File: src/rtl/demux_lane_deserializer.sv
// Deserializes the four demux lanes into DATA_W-bit words, one hold slot per lane,
// and hands them out round-robin on a valid/ready port. Flags stray lane activity.
module demux_lane_deserializer #(
  parameter int unsigned DATA_W = 8
) (
  input  logic              clk,
  input  logic              rst,
  input  logic              bit_vld,
  input  logic [1:0]        lane_sel,
  input  logic [3:0]        lane_y,
  output logic              out_vld,
  input  logic              out_rdy,
  output logic [DATA_W-1:0] out_data,
  output logic [1:0]        out_lane,
  output logic              ovf,
  output logic              err
);

  localparam int unsigned LANES = 4;
  localparam int unsigned CNT_W = $clog2(DATA_W);
  localparam logic [CNT_W-1:0] CNT_LAST = CNT_W'(DATA_W - 1);

  localparam logic [0:0] IDLE    = 1'b0;
  localparam logic [0:0] PRESENT = 1'b1;

  logic [DATA_W-2:0] sh   [LANES];
  logic [CNT_W-1:0]  cnt  [LANES];
  logic [DATA_W-1:0] hold [LANES];
  logic [LANES-1:0]  hold_full;
  logic [1:0]        rr;
  logic [0:0]        state, state_nx;

  logic              load_c;
  logic              grant_vld_c;
  logic [1:0]        grant_c;
  logic              bit_c;
  logic [DATA_W-1:0] word_c;
  logic              done_c;
  logic              drop_c;
  logic              stray_c;

  assign bit_c   = lane_y[lane_sel];
  assign word_c  = {bit_c, sh[lane_sel]};
  assign done_c  = bit_vld && (cnt[lane_sel] == CNT_LAST);
  // A drain of the same lane on this edge frees the slot for the completing word
  assign drop_c  = done_c && hold_full[lane_sel] && !(load_c && (grant_c == lane_sel));
  assign stray_c = |(lane_y & ~(4'b0001 << lane_sel));

  // Round-robin pick: first full slot after rr, rr itself last
  always_comb begin
    grant_vld_c = 1'b0;
    grant_c     = rr;
    for (int k = LANES; k >= 1; k--) begin
      if (hold_full[2'(rr + 2'(k))]) begin
        grant_vld_c = 1'b1;
        grant_c     = 2'(rr + 2'(k));
      end
    end
  end

  always_ff @(posedge clk or posedge rst) begin
    if (rst) begin
      state <= IDLE;
    end else begin
      state <= state_nx;
    end
  end

  always_comb begin
    state_nx = state;
    load_c   = 1'b0;
    case (state)
      IDLE: begin
        if (grant_vld_c) begin
          load_c   = 1'b1;
          state_nx = PRESENT;
        end
      end
      PRESENT: begin
        if (out_rdy) begin
          if (grant_vld_c) begin
            load_c = 1'b1;
          end else begin
            state_nx = IDLE;
          end
        end
      end
      default: state_nx = IDLE;
    endcase
  end

  // Output register and arbiter pointer
  always_ff @(posedge clk or posedge rst) begin
    if (rst) begin
      out_vld  <= 1'b0;
      out_data <= '0;
      out_lane <= 2'd0;
      rr       <= 2'd3;
    end else begin
      out_vld <= (state_nx == PRESENT);
      if (load_c) begin
        out_data <= hold[grant_c];
        out_lane <= grant_c;
        rr       <= grant_c;
      end
    end
  end

  // Per-lane capture, hold slots and status flags
  always_ff @(posedge clk or posedge rst) begin
    if (rst) begin
      for (int i = 0; i < LANES; i++) begin
        sh[i]   <= '0;
        cnt[i]  <= '0;
        hold[i] <= '0;
      end
      hold_full <= '0;
      ovf       <= 1'b0;
      err       <= 1'b0;
    end else begin
      ovf <= drop_c;
      if (bit_vld && stray_c) begin
        err <= 1'b1;
      end
      if (load_c) begin
        hold_full[grant_c] <= 1'b0;
      end
      if (bit_vld) begin
        sh[lane_sel]  <= word_c[DATA_W-1:1];
        cnt[lane_sel] <= done_c ? '0 : cnt[lane_sel] + CNT_W'(1);
        if (done_c && !drop_c) begin
          hold[lane_sel]      <= word_c;
          hold_full[lane_sel] <= 1'b1;
        end
      end
    end
  end

endmodule

File: config.mk
export PLATFORM = sky130hd
export DESIGN_NAME = demux_lane_deserializer
export DESIGN_NICKNAME = d
export VERILOG_FILES = /design/src/rtl/demux_lane_deserializer.sv
export SDC_FILE = /design/constraint.sdc
export NUM_CORES = 1
export LEC_CHECK = 0
export BUFFER_PORTS_ARGS = -buffer_cell sky130_fd_sc_hd__buf_2
export CAP_MARGIN = 25
export CELL_PAD_IN_SITES_DETAIL_PLACEMENT = 1
export CELL_PAD_IN_SITES_GLOBAL_PLACEMENT = 2
export CORE_AREA = 3 3 111 113
export CTS_CLUSTER_DIAMETER = 120
export CTS_CLUSTER_SIZE = 14
export DETAILED_ROUTE_END_ITERATION = 7
export DIE_AREA = 0 0 114 116
export HOLD_SLACK_MARGIN = 0.06
export PLACE_DENSITY_LB_ADDON = 0.1
export SYNTH_ARGS = -nofsm -noshare
export SYNTH_HDL_FRONTEND = slang
export SYNTH_SLANG_ARGS = --single-unit
File: constraint.sdc
create_clock -name clk -period 3.4 [get_ports clk]
set_clock_uncertainty 0.15 [all_clocks]
set_input_delay 0.51 -clock clk [delete_from_list [all_inputs] [get_ports clk]]
set_output_delay 0.51 -clock clk [all_outputs]
set_load 0.005 [all_outputs]
==> flow_summary.ini <==
[logic_synthesis]
netlist.area_leader.share_pct = 49.42
synth.most_common_cell = dfrtp_1
syn_inst = 432
synth_cell_types = 51
ys_top_cells_by_area = dfrtp_1 49%, o21ai_0 6.0%, mux2_2 5.7%, nand2_1 5.5%, mux2_1 4.0%
synth_edf_count = 0
synth_area_sq_mm = 0.004507
yosysTopAreaCell = dfrtp_1
synth_warnings = 0
synth_common_cells = 89 x dfrtp_1, 66 x nand2_1, 54 x o21ai_0, 23 x mux2_2
yosysSeqAreaShare_pct = 50.58
ys.flop_type = dfrtp_1
syn-num-nets = 444
async_reset_ff_share_pct = 100.0
ys_seq_elements = 91
post_synth.cell_area_avg_sq_um = 10.43

[timing]
worst_slew_pin_slew_ns = 0.9042
fmax_mhz = 356.4
max-slew-margin-rel_pct = 39.65
setup_violations = 0
final_max_slew_viol_count = 0
period_share_pct = 82.52
final.min_clock_period_ns = 2.806
rsz0062_at_grt = no
hold_violations = 0
setup_tns_ns = 0

[clock_tree]
cts_root_buf = clkbuf_16
cts_tree = built
clock_sinks = 91
cts_setup_buffers = 0
cts_hold_buf = 0
htree_levels = 3
clock_latency_ns = 0.34
ctsResizeCount = 0
cts_max_path_buffers = 2
cts-buffers-inserted = 9
clkTransAtPathRegs_ns = 0.06

[floorplanning]
die-area_sq_mm = 0.01322
dieHeight_microns = 116
start_util_pct = 39.47
core-area_sq_mm = 0.01142
ios = 23
rows = 39
die_width_microns = 114

[worst_setup_path]
endpoint_kind = flop
critPathKind = reg -> reg
r2r_cells = 7
arrival_ns = 2.88
path_max_fanout = 9
crit_required_ns = 3.47
reg2reg_slack_ns = 0.59
startpoint_type = flop

[power]
comb_power_share_pct = 35.4
switching_share_pct = 36.75
internal_power_mw = 2.548
p_per_area_mw_per_mm2 = 793.8
vdd_drop_max_mv = 0.4170
p_switching_mw = 1.480
total_power_mw = 4.028
p_seq_share_pct = 40.7
leakage_nw = 2.346
pwr-share-clk_pct = 23.8

[layout]
syn_to_final_growth_pct = 12.58
drive_gt1_share_pct = 20.26
antenna_cells = 0
final_nets = 461

[drt]
drc = 0
via_per_inst = 5.529
wl_mm = 10.96
firstDrtPassIters = 4
via_count = 3301
initialDrtViolationCount = 202
detail-route-antenna-nets = 0
wl_per_cell_microns = 18.36

[global_route]
grt_pass1_wl_mm = 18.22
grtUsageTotal_pct = 17.73
grt-ovfl-total = 0
grt_max_degree = 51
first_global_vias = 3467
antenna_found_initial = 0

[outcome]
status = finished, final reports clean

[placed_design]
io_buffer_count = 22
place_congestion = 0.7460
hpwlAfterDp_mm = 7.563

[min_path]
hp-class = in -> async

[run]
drv_cap = 0
[cell usage in the layout, fill, tap and decap left out, types with 8 or more instances in the layout]
| cell type | instances |
|---|---|
| mux2_1 | 16 |
| buf_4 | 16 |
| a31oi_1 | 8 |
| nand3_1 | 19 |
| mux2_2 | 23 |
| buf_2 | 22 |
| nand2_1 | 66 |
| clkbuf_16 | 9 |
| mux2i_1 | 15 |
| o21ai_0 | 54 |
| o21a_1 | 11 |
| o31ai_1 | 9 |
| nor2_1 | 14 |
| a21oi_1 | 9 |
| dfrtp_1 | 89 |
[power by group through the flow]
stage / clock network [mW] / logic [mW] / registers, mW
after floorplan: 0 / 1.09 / 1.57
after global placement: 0 / 1.40 / 1.65
after detailed placement: 0 / 1.45 / 1.66
after CTS: 0.993 / 1.45 / 1.64
after global routing: 1.04 / 1.62 / 1.69
final: 0.960 / 1.43 / 1.64
[final timing paths]
check                           startpoint      endpoint
worst max-delay path                cnt[0]      hold[10]
worst min-delay path                   rst  hold_full[0]
worst max register to register      cnt[0]      hold[10]
worst min register to register         err           err
max in group asynchronous              rst         sh[2]
min in group clk                       err           err
[worst max-delay path, cell delays in order, from the launching register on]
cell	delay [ns]
dfrtp_1	0.38
mux4_2	0.48
ha_1	0.21
ha_1	0.21
inv_1	0.23
or3_1	0.16
o41a_1	0.48
mux2_1	0.38
[cell families after synthesis]
family | Yosys count | share of synthesized area [%]
multiplexers | 59 | 15.57
AND/OR/NAND/NOR | 126 | 13.16
buffers and inverters | 40 | 3.859
AO/OA/AOI/OAI | 114 | 16.27
adder cells (fa/ha/maj) | 2 | 0.5552
flip-flops | 91 | 50.58
[metrics by stage]
stage	setup WS (ns)	instance area, sq um	std cells	utilization (%)	hold WS (ns)
floorplan	0.006323	4509	432	-	0.2944
global placement	0.3118	4790	581	41.95	0.2960
detailed placement	0.2227	4790	581	41.95	0.3020
CTS	0.5547	5074	597	44.43	0.2026
global route	0.4683	5074	597	44.43	0.2377
finish	0.5945	5074	597	44.43	0.1759
[final cells by class]
cell class	instances	area (sq um)
clock buffer	14	274.0
tap	143	178.9
inverter	7	27.53
clock inverter	2	10.01
multi-input combinational	301	2053
fill	1280	6345
sequential	91	2280
timing repair buffer	39	250.2
[registers in the layout (all words and copies together) (netlist names)]
| name | flops |
|---|---|
| ovf | 1 |
| cnt | 12 |
| sh | 28 |
| out_data | 8 |
| err | 1 |
| hold | 32 |
| hold_full | 4 |
| out_lane | 2 |
| out_vld | 1 |
| rr | 2 |
[layer usage]
metal | up-vias | routed length [microns] | GRT usage (%) | share of wire (%)
li1 | 1589 | - | - | -
met1 | 1679 | 5270 | 22.50 | 48
met2 | 20 | 5322 | 29.98 | 49
met3 | 13 | 169 | 3.499 | 1.5
met4 | 0 | 197 | 6.888 | 1.8
met5 | - | 0 | 0 | 0
(Power assumes the default switching activity.)
